==> src/rtl/m_vga_write_arbiter.sv <==
// ---------------------------------------------------------------------------
// m_vga_write_arbiter
//
// Shares the single VGA frame-buffer write port between the screen producers
// (0 = greeting screen, 1 = playfield renderer, 2 = game-over screen). A
// producer raises its req bit for a whole burst and owns the port until it
// drops req or the grant has lasted MAX_HOLD cycles. Owners are chosen
// round-robin, starting after the previous winner. Between two grants there
// are always two dead cycles (GAP, then IDLE).
//
// Ports
//   clock      in   system clock, all state on rising edge
//   resetn     in   asynchronous active-low reset
//   req        in   per-requester burst request (level, held for the burst)
//   plot_in    in   per-requester pixel-valid strobe
//   x_in       in   packed x, slice i = x_in[i*X_W +: X_W]
//   y_in       in   packed y, same packing
//   color_in   in   packed colour, same packing
//   gnt        out  one-hot grant, all-zero when the port is free
//   VGA_X      out  registered x to the frame buffer
//   VGA_Y      out  registered y to the frame buffer
//   VGA_COLOR  out  registered colour to the frame buffer
//   VGA_PLOT   out  registered write enable to the frame buffer
//   busy       out  high while a grant is held (equals |gnt)
//   timeout    out  one-cycle pulse when a grant is revoked by MAX_HOLD
// ---------------------------------------------------------------------------
module m_vga_write_arbiter #(
  parameter int NREQ     = 3,
  parameter int X_W      = 8,
  parameter int Y_W      = 7,
  parameter int C_W      = 12,
  parameter int MAX_HOLD = 19200
) (
  input  logic                  clock,
  input  logic                  resetn,
  input  logic [NREQ-1:0]       req,
  input  logic [NREQ-1:0]       plot_in,
  input  logic [NREQ*X_W-1:0]   x_in,
  input  logic [NREQ*Y_W-1:0]   y_in,
  input  logic [NREQ*C_W-1:0]   color_in,
  output logic [NREQ-1:0]       gnt,
  output logic [X_W-1:0]        VGA_X,
  output logic [Y_W-1:0]        VGA_Y,
  output logic [C_W-1:0]        VGA_COLOR,
  output logic                  VGA_PLOT,
  output logic                  busy,
  output logic                  timeout
);

  localparam int IDX_W  = (NREQ > 1) ? $clog2(NREQ) : 1;
  localparam int HOLD_W = $clog2(MAX_HOLD + 1);

  typedef enum logic [1:0] {
    S_IDLE,
    S_GRANT,
    S_GAP
  } state_t;

  state_t              state_q;
  logic [NREQ-1:0]     gnt_q;
  logic [IDX_W-1:0]    last_q;     // previous winner; also the owner while in S_GRANT
  logic [HOLD_W-1:0]   hold_q;
  logic [X_W-1:0]      vga_x_q;
  logic [Y_W-1:0]      vga_y_q;
  logic [C_W-1:0]      vga_c_q;
  logic                plot_q;
  logic                busy_q;
  logic                timeout_q;

  // Round-robin pick: first set req bit searching upward from last_q+1.
  logic                rr_found_d;
  logic [IDX_W-1:0]    rr_winner_d;
  logic [IDX_W:0]      rr_idx;

  // NOTE: every combinational output gets a default before any branch, so no
  // path leaves it unassigned and no latch is inferred.
  always_comb begin
    rr_found_d  = 1'b0;
    rr_winner_d = '0;
    rr_idx      = '0;
    for (int k = 1; k <= NREQ; k++) begin
      rr_idx = {1'b0, last_q} + (IDX_W+1)'(k);
      if (rr_idx >= (IDX_W+1)'(NREQ)) rr_idx = rr_idx - (IDX_W+1)'(NREQ);
      if (!rr_found_d && req[rr_idx[IDX_W-1:0]]) begin
        rr_found_d  = 1'b1;
        rr_winner_d = rr_idx[IDX_W-1:0];
      end
    end
  end

  // Owner's slice. Constant-index selects keep the mux simple and width-clean.
  logic                own_req;
  logic                own_plot;
  logic [X_W-1:0]      own_x;
  logic [Y_W-1:0]      own_y;
  logic [C_W-1:0]      own_c;

  always_comb begin
    own_req  = 1'b0;
    own_plot = 1'b0;
    own_x    = '0;
    own_y    = '0;
    own_c    = '0;
    for (int i = 0; i < NREQ; i++) begin
      if (last_q == IDX_W'(i)) begin
        own_req  = req[i];
        own_plot = plot_in[i];
        own_x    = x_in[i*X_W +: X_W];
        own_y    = y_in[i*Y_W +: Y_W];
        own_c    = color_in[i*C_W +: C_W];
      end
    end
  end

  // NOTE: all state is updated with non-blocking assignments so every register
  // samples the pre-edge values, independent of statement order.
  always_ff @(posedge clock or negedge resetn) begin
    if (!resetn) begin
      state_q   <= S_IDLE;
      gnt_q     <= '0;
      last_q    <= IDX_W'(NREQ - 1);   // requester 0 wins first after reset
      hold_q    <= '0;
      vga_x_q   <= '0;
      vga_y_q   <= '0;
      vga_c_q   <= '0;
      plot_q    <= 1'b0;
      busy_q    <= 1'b0;
      timeout_q <= 1'b0;
    end else begin
      plot_q    <= 1'b0;
      timeout_q <= 1'b0;
      case (state_q)
        S_IDLE: begin
          if (rr_found_d) begin
            gnt_q   <= NREQ'(1) << rr_winner_d;
            last_q  <= rr_winner_d;
            hold_q  <= '0;
            busy_q  <= 1'b1;
            state_q <= S_GRANT;
          end
        end
        S_GRANT: begin
          if (!own_req) begin
            gnt_q   <= '0;
            busy_q  <= 1'b0;
            state_q <= S_GAP;
          end else if (hold_q == HOLD_W'(MAX_HOLD - 1)) begin
            // Revoked; the owner's req may stay high and re-competes in turn.
            gnt_q     <= '0;
            busy_q    <= 1'b0;
            timeout_q <= 1'b1;
            state_q   <= S_GAP;
          end else begin
            hold_q <= hold_q + HOLD_W'(1);
            plot_q <= own_plot;
            // Coordinates and colour only move with a real pixel, so the
            // frame-buffer bus holds its last value while VGA_PLOT is low.
            if (own_plot) begin
              vga_x_q <= own_x;
              vga_y_q <= own_y;
              vga_c_q <= own_c;
            end
          end
        end
        S_GAP:   state_q <= S_IDLE;
        default: state_q <= S_IDLE;
      endcase
    end
  end

  assign gnt       = gnt_q;
  assign VGA_X     = vga_x_q;
  assign VGA_Y     = vga_y_q;
  assign VGA_COLOR = vga_c_q;
  assign VGA_PLOT  = plot_q;
  assign busy      = busy_q;
  assign timeout   = timeout_q;

endmodule

==> config.mk <==
export PLATFORM = sky130hd
export DESIGN_NAME = m_vga_write_arbiter
export DESIGN_NICKNAME = d
export VERILOG_FILES = /design/src/rtl/m_vga_write_arbiter.sv
export SDC_FILE = /design/constraint.sdc
export NUM_CORES = 1
export LEC_CHECK = 0
export CORE_MARGIN = 4
export CORE_UTILIZATION = 40
export CTS_CLUSTER_DIAMETER = 200
export DETAILED_ROUTE_END_ITERATION = 16
export PLACE_DENSITY = 0.79
export SYNTH_ARGS = -nofsm -noshare
export SYNTH_HDL_FRONTEND = slang
export SYNTH_SLANG_ARGS = --single-unit
export TNS_END_PERCENT = 30
==> constraint.sdc <==
create_clock -name clock -period 2.2 [get_ports clock]
set_clock_uncertainty 0.1 [all_clocks]
set_input_delay 0.33 -clock clock [delete_from_list [all_inputs] [get_ports clock]]
set_output_delay 0.33 -clock clock [all_outputs]
set_load 0.01 [all_outputs]
== Word level (Yosys, flattened, before mapping) ==
Cells that the tools add are included.

* Bits of input ports: 89
* Word-level logic and storage cells: 97
* Flip-flop bits (word level): 52
* Output and inout bits: 33

* Shifts and indexed selects: 1
* Reduce and logical (&&, ||, !) cells: 12
* Bitwise logic cells: 1
* Mux-type cells: 52
* $add $sub $neg: 7
* Order comparisons: 6
* Equality and inequality tests: 8

{| class="wikitable"
|+ Operators with widths
! kind !! count
|-
| 15-bit two-way mux || 3
|-
| 12-bit two-way mux || 3
|-
| 15-bit case mux with 2 select lines || 1
|-
| 8-bit two-way mux || 3
|-
| 1-bit two-way mux || 21
|-
| 7-bit two-way mux || 3
|-
| 2-bit two-way mux || 9
|-
| 15-bit by 1-bit adder with 15-bit output, second input constant || 1
|-
| 15-bit == test, second input constant || 1
|-
| 3-bit by 2-bit greater-or-equal comparator with 1-bit output, second input constant || 3
|-
| 2-bit by 3-bit < comparator with 1-bit output, second input constant || 3
|-
| 3-bit two-way mux || 3
|-
| 4-bit AND reduction || 2
|-
| 2-bit by 2-bit adder with 3-bit output, second input constant || 2
|-
| 1-bit binary-select mux with 2-bit select || 3
|-
| 2-bit != test, second input constant || 3
|-
| 3-bit case mux with 2 select lines || 1
|-
| 2-bit subtractor, second input constant || 3
|-
| 2-bit by 1-bit == test with 1-bit output, second input constant || 2
|-
| 2-bit zero test || 2
|-
| 2-bit case mux with 2 select lines || 1
|-
| 2-bit AND reduction || 2
|-
| 2-bit by 1-bit adder with 3-bit output, second input constant || 1
|-
| 3-bit != test, second input constant || 1
|-
| 8 further kinds || 10
|}

== Logic depth before layout (Yosys ltp) ==
Gate-level depths: netlist of run 1.

* Depth in word-level cells: 15
* Depth in mapped cells: 9
* Gate-level depth less buffers: 7

== Least setup slack after synthesis of run 1 ==
OpenSTA, ideal clock, no wires.

* Kind: flip-flop to flip-flop
* From: register last_q[1]
* To: register hold_q[0]
* Buffers on the path: 2
* Slack: -0.206 ns
* Library setup time: 0.080 ns
* Arrival time: 2.226 ns
* Cell stages (with the launch flop): 10
* Data required time: 2.020 ns
* Clock period less this slack: 2.406 ns
* Cells stage by stage: dfstp_2 > inv_1 > ha_1 > buf_6 > and2_0 > o21a_1 > o41a_1 > buf_6 > or2_4 > mux2i_4

* Longest elaborated chain between the ends: 14
* Elaborated cells between the ends (all ways): 34
* Classes of those cells: add/sub (6); order compare (3); eq/ne (4); mux (15); reduce/logical (6)

{| class="wikitable"
|+ Ends and longest elaborated chain
! item !! RTL line !! text
|-
| start: declaration || 61 || <nowiki>logic [IDX_W-1:0] last_q;</nowiki>
|-
| start signal: assignment || 121 || <nowiki>last_q <= IDX_W'(NREQ - 1);</nowiki>
|-
| start signal: assignment || 136 || <nowiki>last_q <= rr_winner_d;</nowiki>
|-
| 2-bit by 1-bit adder with 3-bit output || 82 || <nowiki>rr_idx = {1'b0, last_q} + (IDX_W+1)'(k);</nowiki>
|-
| 3-bit by 2-bit greater-or-equal comparator with 1-bit output / 2-bit subtractor (equally long branches) || 83 || <nowiki>if (rr_idx >= (IDX_W+1)'(NREQ)) rr_idx = rr_idx - (IDX_W+1)'(NREQ);</nowiki>
|-
| 2-bit two-way mux || 83 ||
|-
| 1-bit binary-select mux with 2-bit select || 84 || <nowiki>if (!rr_found_d && req[rr_idx[IDX_W-1:0]]) begin</nowiki>
|-
| 1-bit two-way mux (not written as such) || 84 ||
|-
| 1-bit two-way mux || 84 ||
|-
| 1-bit zero test || 84 ||
|-
| 1-bit logical AND || 84 ||
|-
| 1-bit two-way mux || 84 ||
|-
| 1-bit zero test || 84 ||
|-
| 1-bit logical AND || 84 ||
|-
| 1-bit two-way mux || 84 ||
|-
| 2-bit != test (no source line) || -- ||
|-
| 4-bit AND reduction (no source line) * || -- ||
|-
| end signal: assignment || 154 || <nowiki>hold_q <= hold_q + HOLD_W'(1);</nowiki>
|-
| end: declaration || 62 || <nowiki>logic [HOLD_W-1:0] hold_q;</nowiki>
|}

Mark *: on every way between the ends. The rest lies on a longest branch, timed or not. The select of a mux whose other input is x is not followed.
A chain may end at the register's enable or synchronous reset.

== Final worst setup path of run 1 ==
Same ends and word-level chain as after synthesis.

==> metrics.cfg, run 1 <==
[route]
drtAntennaViolNets = 0
drt_first_pass_iters = 4
viasPerCell = 5.17
wire_per_inst_um = 16.3
drtIter0Drc = 156
num_vias = 3080
drc = 0
drt-total-wl_um = 9730

[yosys]
yosys_register_bits = 52
synth.avg_cell_area_um2 = 9.05
synth_fp_nets = 447
synthFlopType = dfrtp_1
synth_cells = 353
synthArstFlopShare_pct = 100
syn_area_um2 = 3190
synth.distinct_cells = 48
synth_edf_count = 0
seq_area_frac_synth_pct = 40.8
synth_warnings = 0

[floorplanning]
core-area_um2 = 7730
fp.dieArea_um2 = 9480
num_rows = 32
start_util_pct = 41.3
fp.dieW_um = 97.4
die_h_um = 97.4
io_pins = 122

[setup_path]
path_max_fanout = 6
cp.arrival_ps = 2490
worst_path_most_repeated_cell = mux2i_4
path_cells = inv_4 -> ha_4 -> mux2i_4 -> o21ai_2 -> o41a_1 -> or2_4 -> mux2i_4
crit_type = register to register
reg2reg_to = hold_q[0]$_DFFE_PN0P_
r2r_cells = 7
startpoint_type = register
required_ps = 2320
worstReg2RegStart = last_q[1]$_DFFE_PN1P_
max_stage_delay_ps = 580
r2r_setup_slack_ps = -170
worst_setup_path_end_kind = register
slowest_stage = dfstp_2

[placed_design]
port_buffers = 121
dp_hpwl_um = 7240
dp_slack_ps = -126
place.gp.congestion = 0.891

[outcome]
status = finished with violations
violations = setup timing

[clock_tree]
cts_made_buffers = 5
cts_tree = built
worst_skew_pair.late_latency_ps = 300
clk_pin_slew_ps = 90
cts_sinks = 52
cts_buffer_depth = 2
root_buffer = clkbuf_8
cts_max_level = 2

[sta]
fin_crit_sh_pct = 108
finalHoldViolCount = 0
finalSetupViolCount = 47
slew_headroom_pct = 57.0
min_period_ps = 2370
rsz0062_at_grt = true
maxClockFrequency_ghz = 0.422
fin_setup_tns_ps = -2400
timing.final.ws_setup_ps = -169
tightest_slew_ps = 645
slew_violations = 0

[power]
vdd_drop_max_uv = 729
p_leak_uw = 0.00212
powerDensity_nw_per_um2 = 1170

[grt]
grt_pass1_vias = 3141
antenna_found_initial = 0
grt_pass1_wl_um = 16100
grtUsageTotal_pct = 20.3
grt_overflow = 0
grt_start_max_net_pins = 55

[worst_hold_path]
hp-start = busy$_DFFE_PN0P_
hp-class = register to register
min_delay_worst_endpoint = busy$_DFFE_PN0P_
holdPathStages = 1

[run]
max_cap_viol_count = 0

[final_layout]
drive_above_1_share_pct = 19.4
antennaDiodeCount = 0
fillers = 634
layout.nets = 587
area_growth_pct = 53.0

[worst max-delay path by stage]
| stage | slack [ps] | end | from |
|---|---|---|---|
| 6_report | -170 | hold_q[0]$_DFFE_PN0P_ | last_q[1]$_DFFE_PN1P_ |
| 5_1_grt | -240 | hold_q[0]$_DFFE_PN0P_ | last_q[1]$_DFFE_PN1P_ |
| 4_1_cts | -90 | hold_q[0]$_DFFE_PN0P_ | last_q[1]$_DFFE_PN1P_ |
| 3_5_place_dp | -130 | gnt[1]$_DFFE_PN0P_ | last_q[1]$_DFFE_PN1P_ |
| 3_3_place_gp | -70 | last_q[0]$_DFFE_PN0P_ | last_q[1]$_DFFE_PN1P_ |
| 2_1_floorplan | -130 | hold_q[0]$_DFFE_PN0P_ | last_q[1]$_DFFE_PN1P_ |
[cell families (layout without fill, tap and decap cells)]
group                      after synthesis  in the layout  synth area share (%)
adders and majority gates                5              5                  1.96
AOI/OAI and AO/OA                       79             79                  14.7
xor gates and xnor gates                13             13                  3.56
DFF                                     52             52                  40.8
muxes                                   32             32                  13.7
and+or+nand+nor                        144            144                  20.9
buffers and inverters                   28            169                  4.35
[layout make-up]
type                       count  area, µm²  share of cell area, %
multi-input combinational    273       1870                   38.3
timing repair buffer         155       1480                   30.2
sequential                    52       1300                   26.6
tap                          102        128                   2.61
clock buffer                   6       72.6                   1.48
inverter                       6       25.0                  0.512
clock inverter                 2       12.5                  0.256
[cells in the mapped netlist (4+ instances only)]
cell type | instances | area share [%]
mux2_2 | 9 | 3.2
nand4_1 | 7 | 1.4
nand3_1 | 13 | 2.0
inv_1 | 6 | 0.71
nand2_1 | 56 | 6.6
o21ai_0 | 31 | 4.9
ha_1 | 5 | 2.0
buf_6 | 4 | 1.4
nor2_1 | 45 | 5.3
xor2_1 | 11 | 3.0
a22oi_1 | 6 | 1.4
dfrtp_1 | 51 | 40
a21oi_1 | 27 | 4.2
mux2_4 | 19 | 8.9
clkbuf_1 | 14 | 1.6
[layer usage]
layer | global-route usage, % | vias up | share of wire, % | wire [µm]
met2 | 34.6 | 116 | 50 | 4870
met1 | 26.5 | 1456 | 42 | 4120
met4 | 2.77 | 0 | 0.26 | 25
met3 | 5.53 | 2 | 7.3 | 714
li1 | - | 1506 | - | -
met5 | 0 | - | 0 | 0
[through the flow]
step	power, µW	hold WS (ps)	util [%]	cells	area, µm²
final	5720	387	63.3	596	4890
after global routing	6140	420	63.3	596	4890
after CTS	5500	394	61.9	592	4780
after detailed placement	4890	286	60.2	581	4650
after global placement	4810	285	60.2	581	4650
after floorplan	3520	-65.6	-	353	3230
[power by group]
group	leakage (µW)	total, µW	internal [µW]	switching (µW)
logic	0.00140	3730	1950	1770
registers	0.000683	1470	1280	188
clock network	0.0000412	530	223	307
[layout by cell type, fill, tap and decap left out, drive strengths merged, types with 7 or more instances in the layout]
master         netlist  final
nand2               57     57
a21oi               27     27
clkdlybuf4s50        0    120
xor2                11     11
buf                  8     34
dfrtp               51     51
nand3               13     13
mux2                28     28
o21ai               32     32
nand4                7      7
nor2                45     45
[critical path, delay by kind of cell (launching register included)]
kind / cells / cell delay (ps)
buffers and inverters: 1 / 50
DFF: 1 / 580
muxes: 2 / 380
and+or+nand+nor: 1 / 290
AOI/OAI and AO/OA: 2 / 570
adders and majority gates: 1 / 330
[flip-flops by register name, indices dropped and copies added (netlist names)]
register / count
VGA_COLOR: 12
gnt: 3
VGA_Y: 7
last_q: 2
timeout: 1
busy: 1
hold_q: 15
VGA_PLOT: 1
state_q: 2
VGA_X: 8
[timing repair]
action / CTS / global route
endpoints found under the setup margin: 22 / 49
endpoints found under the hold margin: 26 / 0
hold buffers: 1 / 0
pin swaps: 5 / 7
resized for setup: 5 / 20
setup buffers: 2 / 4
Power figures use the tool's default switching activity.
==> inputs of run 2 (changes only) <==
--- a/config.mk
+++ b/config.mk
@@ -5,10 +5,13 @@
 export SDC_FILE = /design/constraint.sdc
 export NUM_CORES = 1
 export LEC_CHECK = 0
+export CELL_PAD_IN_SITES_DETAIL_PLACEMENT = 2
+export CELL_PAD_IN_SITES_GLOBAL_PLACEMENT = 2
 export CORE_MARGIN = 4
-export CORE_UTILIZATION = 40
+export CORE_UTILIZATION = 23
 export CTS_CLUSTER_DIAMETER = 200
 export DETAILED_ROUTE_END_ITERATION = 16
+export GPL_TIMING_DRIVEN = 1
 export PLACE_DENSITY = 0.79
 export SYNTH_ARGS = -nofsm -noshare
 export SYNTH_HDL_FRONTEND = slang
==> metrics.cfg, run 2 (synthesized netlist as in run 1, its figures left out) <==
[sta]
finalSetupViolCount = 27
fin_crit_sh_pct = 105
maxClockFrequency_ghz = 0.433
timing.final.ws_setup_ps = -111
hold_slack_ps = 73.0
rsz0062_at_grt = true
slew_headroom_pct = 51.3
tightest_slew_ps = 731
slew_violations = 0
finalHoldViolCount = 0
min_period_ps = 2310

[final_layout]
layout.nets = 589
largest_reg_flops = 15
seq_area_um2 = 1300
final_cell_mix = clkdlybuf4s50_1, nand2_1, dfrtp_1
multiInputGateArea_um2 = 1950
largest-register = hold_q
antennaDiodeCount = 0
layout_commonest_cell = clkdlybuf4s50_1
fillers = 1454
drive_above_1_share_pct = 21.0
area_growth_pct = 60.6

[route]
drtAntennaViolNets = 0
wire_per_inst_um = 18.3
drtIter0Drc = 83
num_vias = 3157
drc = 0
drt_first_pass_iters = 4
viasPerCell = 4.70
drt-total-wl_um = 12300

[floorplanning]
start_util_pct = 23.8
num_rows = 42
core-area_um2 = 13400
fp.dieW_um = 126
die_h_um = 126
fp.dieArea_um2 = 15800
io_pins = 122

[clock_tree]
cts_made_buffers = 5
clk_pin_slew_ps = 80
cts_sinks = 52
cts_tree = built
cts_buffer_depth = 2
worst_skew_pair.late_latency_ps = 300
cts_max_level = 2
root_buffer = clkbuf_16
hold_buffers = 0

[grt]
grtUsageTotal_pct = 15.0
grt_pass1_wl_um = 19300
grt_pass1_vias = 3590
grt_overflow = 0
grt_start_max_net_pins = 55
antenna_found_initial = 0

[outcome]
violations = setup timing
status = finished with violations

[placed_design]
dp_slack_ps = -212
port_buffers = 121
dp_hpwl_um = 9020
place.gp.congestion = 0.834

[power]
vdd_drop_max_uv = 648
p_leak_uw = 0.00218
powerDensity_nw_per_um2 = 1230

[setup_path]
worst_setup_path_end_kind = register
required_ps = 2290
path_max_fanout = 6
cp.arrival_ps = 2400
startpoint_type = register
crit_type = register to register

[worst_hold_path]
hp-class = input pin to asynchronous set/reset pin

[run]
max_cap_viol_count = 0

## run 2: cell count changes in the layout (fill, tap and decap cells not counted), sizes merged
cell         change
buf              +1
inv              +2
clkinv           -1
nand2            +2
dlygate4sd3      -1
clkbuf           -1
## run 2: power by group
group | switching (µW) | internal [µW]
Clock | 397 | 431
Combinational | 1970 | 2060
Sequential | 200 | 1280
Total | 2570 | 3770
## run 2: layer usage
| metal | vias to the layer above | track usage (%) | share of wire (%) |
|---|---|---|---|
| li1 | 1511 | - | - |
| met1 | 1571 | 19.0 | 45 |
| met2 | 70 | 26.8 | 51 |
| met3 | 5 | 2.84 | 3.8 |
| met4 | 0 | 2.65 | 0.64 |
| met5 | - | 0 | 0 |
## run 2: worst paths after layout
kind                                            start                        to  slack (ps)  depth (start not counted)
worst min register to register       busy$_DFFE_PN0P_          busy$_DFFE_PN0P_         380                          1
max in group asynchronous                      resetn     hold_q[7]$_DFFE_PN0P_        1440                          2
worst min-delay path                           resetn  VGA_COLOR[5]$_DFFE_PN0P_          70                          2
worst max register to register  last_q[1]$_DFFE_PN1P_        gnt[1]$_DFFE_PN0P_        -110                          7
min in group clock                   busy$_DFFE_PN0P_          busy$_DFFE_PN0P_         380                          1
worst max-delay path            last_q[1]$_DFFE_PN1P_        gnt[1]$_DFFE_PN0P_        -110                          7
## run 2: cell type report
type | count | share of cell area, %
tap | 176 | 4.29
clock inverter | 3 | 0.488
timing repair buffer | 155 | 28.9
inverter | 6 | 0.488
sequential | 52 | 25.4
multi-input combinational | 275 | 38.0
clock buffer | 5 | 2.44
## run 2: repair_timing
action / CTS / global route
setup buffers: 2 / 7
cloned: 0 / 2
endpoints found under the setup margin: 49 / 49
pin swaps: 3 / 10
gates resized for setup: 2 / 33
## run 2: metrics by stage
step / setup TNS, ps / power, µW / cell area (µm²) / std cells / utilization [%]
final: -975 / 6330 / 5130 / 672 / 38.3
after global routing: -4810 / 6810 / 5130 / 672 / 38.3
after detailed placement: -6450 / 5070 / 4730 / 653 / 35.3
after floorplan: -2520 / 3520 / 3230 / 353 / -
after global placement: -2770 / 4880 / 4730 / 653 / 35.3
after CTS: -4250 / 5980 / 4900 / 663 / 36.6
## run 2: worst max-delay path, cell delays in order, from the launching register on
cell and delay [ps]:
dfstp_2 560, inv_4 50, ha_4 270, and2_4 150, o21a_4 220, o41a_1 490
buf_4 180, a22o_1 190
==> inputs of run 3 (changes only) <==
--- a/config.mk
+++ b/config.mk
@@ -9,7 +9,7 @@
 export CELL_PAD_IN_SITES_GLOBAL_PLACEMENT = 2
 export CORE_MARGIN = 4
 export CORE_UTILIZATION = 23
-export CTS_CLUSTER_DIAMETER = 200
+export CTS_CLUSTER_DIAMETER = 40
 export DETAILED_ROUTE_END_ITERATION = 16
 export GPL_TIMING_DRIVEN = 1
 export PLACE_DENSITY = 0.79
==> constraint.sdc (replaced) <==
create_clock -name clock -period 2.2 [get_ports clock]
set_clock_uncertainty 0.1 [all_clocks]
set_input_delay 0.55 -clock clock [delete_from_list [all_inputs] [get_ports clock]]
set_output_delay 0.55 -clock clock [all_outputs]
set_load 0.01 [all_outputs]
==> metrics.cfg, run 3 (synthesized netlist as in run 1, its figures left out) <==
[outcome]
status = finished with violations
violations = setup timing

[route]
drtAntennaViolNets = 0
wire_per_inst_um = 18.7
drt-total-wl_um = 12600
drc = 0
drt_first_pass_iters = 6
num_vias = 3202
drtIter0Drc = 112
viasPerCell = 4.74

[clock_tree]
worst_skew_pair.late_latency_ps = 290
cts_made_buffers = 5
clk_pin_slew_ps = 70
cts_max_level = 2
cts_sinks = 52
cts_tree = built
root_buffer = clkbuf_16
cts_buffer_depth = 2

[floorplanning]
io_pins = 122
fp.dieW_um = 126
num_rows = 42
die_h_um = 126
fp.dieArea_um2 = 15800
core-area_um2 = 13400
start_util_pct = 23.8

[setup_path]
max_stage_delay_ps = 560
reg2reg_to = hold_q[0]$_DFFE_PN0P_
required_ps = 2320
crit_type = register to register
slowest_stage = dfstp_2
worst_setup_path_end_kind = register
path_max_fanout = 5
path_cells = inv_4 -> buf_4 -> ha_2 -> mux2i_2 -> nor2_4 -> o41a_1 -> or2_4 -> mux2i_4
startpoint_type = register
cp.arrival_ps = 2460
worstReg2RegStart = last_q[1]$_DFFE_PN1P_
r2r_setup_slack_ps = -140
r2r_cells = 8

[placed_design]
port_buffers = 121
detailed_place.area_um2 = 4780
dp_hpwl_um = 9300
dp_cells = 660
place.gp.congestion = 0.800

[final_layout]
area_growth_pct = 59.0
largest_reg_flops = 15
fillers = 1468
layout_commonest_cell = clkdlybuf4s50_1
finish.utilization_pct = 37.9
final_cell_mix = clkdlybuf4s50_1, nand2_1, dfrtp_1
multiInputGateArea_um2 = 1880
antennaDiodeCount = 0
largest-register = hold_q
final_area_um2 = 5080
drive_above_1_share_pct = 20.4
final_cells = 675
seq_area_um2 = 1300
layout.nets = 592

[sta]
maxClockFrequency_ghz = 0.427
rsz0062_at_grt = true
min_period_ps = 2340
slew_violations = 0
finalSetupViolCount = 40
fin_crit_sh_pct = 107
timing.final.ws_setup_ps = -144
finalHoldViolCount = 0
tightest_slew_ps = 666
slew_headroom_pct = 55.0

[grt]
grt_start_max_net_pins = 55
grt_pass1_vias = 3662
grtUsageTotal_pct = 15.9
antenna_found_initial = 0
grt_pass1_wl_um = 20500
grt_overflow = 0

[run]
max_cap_viol_count = 0

[power]
p_leak_uw = 0.00218
powerDensity_nw_per_um2 = 1200
finalPower_uw = 6120
vdd_drop_max_uv = 608

[worst_hold_path]
hp-class = input pin to asynchronous set/reset pin

[run 3: critical path, delay by kind of cell, from the launching register on]
family	cells	cell delay, ps
flip-flops	1	560
AND/OR/NAND/NOR	2	340
buffers and inverters	2	180
multiplexers	2	390
adder cells (fa/ha/maj)	1	190
AO/OA/AOI/OAI	1	500
[run 3: repair_timing]
item | CTS | global route
gates cloned | 2 | 0
buffers inserted | 4 | 1
gates resized for setup | 18 | 7
pin swaps | 9 | 7
endpoints found under the setup margin | 49 | 49
hold endpoints to repair | 0 | 0
hold buffers | 0 | 0
[run 3: per-layer routing]
layer / share of wire, % / global-route usage (%) / wire (µm)
met5: 0 / 0 / 0
met4: 0.81 / 2.40 / 102
met3: 3.5 / 2.58 / 441
met2: 51 / 28.9 / 6490
met1: 44 / 20.2 / 5590
[run 3: area by class of cell]
type                       count  share of cell area (%)
inverter                       6                   0.493
timing repair buffer         158                    29.6
sequential                    52                    25.7
clock inverter                 1                   0.148
clock buffer                   7                    2.81
multi-input combinational    275                    37.0
tap                          176                    4.34
[run 3: worst max path at each step]
stage	from	end	slack, ps	cells past startpoint
finish	last_q[1]$_DFFE_PN1P_	hold_q[0]$_DFFE_PN0P_	-140	8
global route	last_q[1]$_DFFE_PN1P_	hold_q[0]$_DFFE_PN0P_	-230	7
CTS	last_q[1]$_DFFE_PN1P_	hold_q[0]$_DFFE_PN0P_	-120	7
detailed placement	req[0]	hold_q[0]$_DFFE_PN0P_	-400	6
global placement	req[0]	VGA_Y[5]$_DFFE_PN0P_	-280	6
floorplan	last_q[1]$_DFFE_PN1P_	hold_q[0]$_DFFE_PN0P_	-130	9
[run 3: metrics by stage]
| stage | hold slack [ps] | TNS, ps | worst slack [ps] |
|---|---|---|---|
| detailed placement | 387 | -17110 | -398 |
| finish | 119 | -2400 | -144 |
| global route | 158 | -6940 | -229 |
| CTS | 133 | -2440 | -115 |
| floorplan | 154 | -2520 | -129 |
| global placement | 377 | -11530 | -280 |
[run 3: power breakdown]
part	leakage, µW	internal [µW]	switching, µW
Combinational	0.00142	1940	1890
Sequential	0.000683	1280	205
Clock	0.0000701	454	347
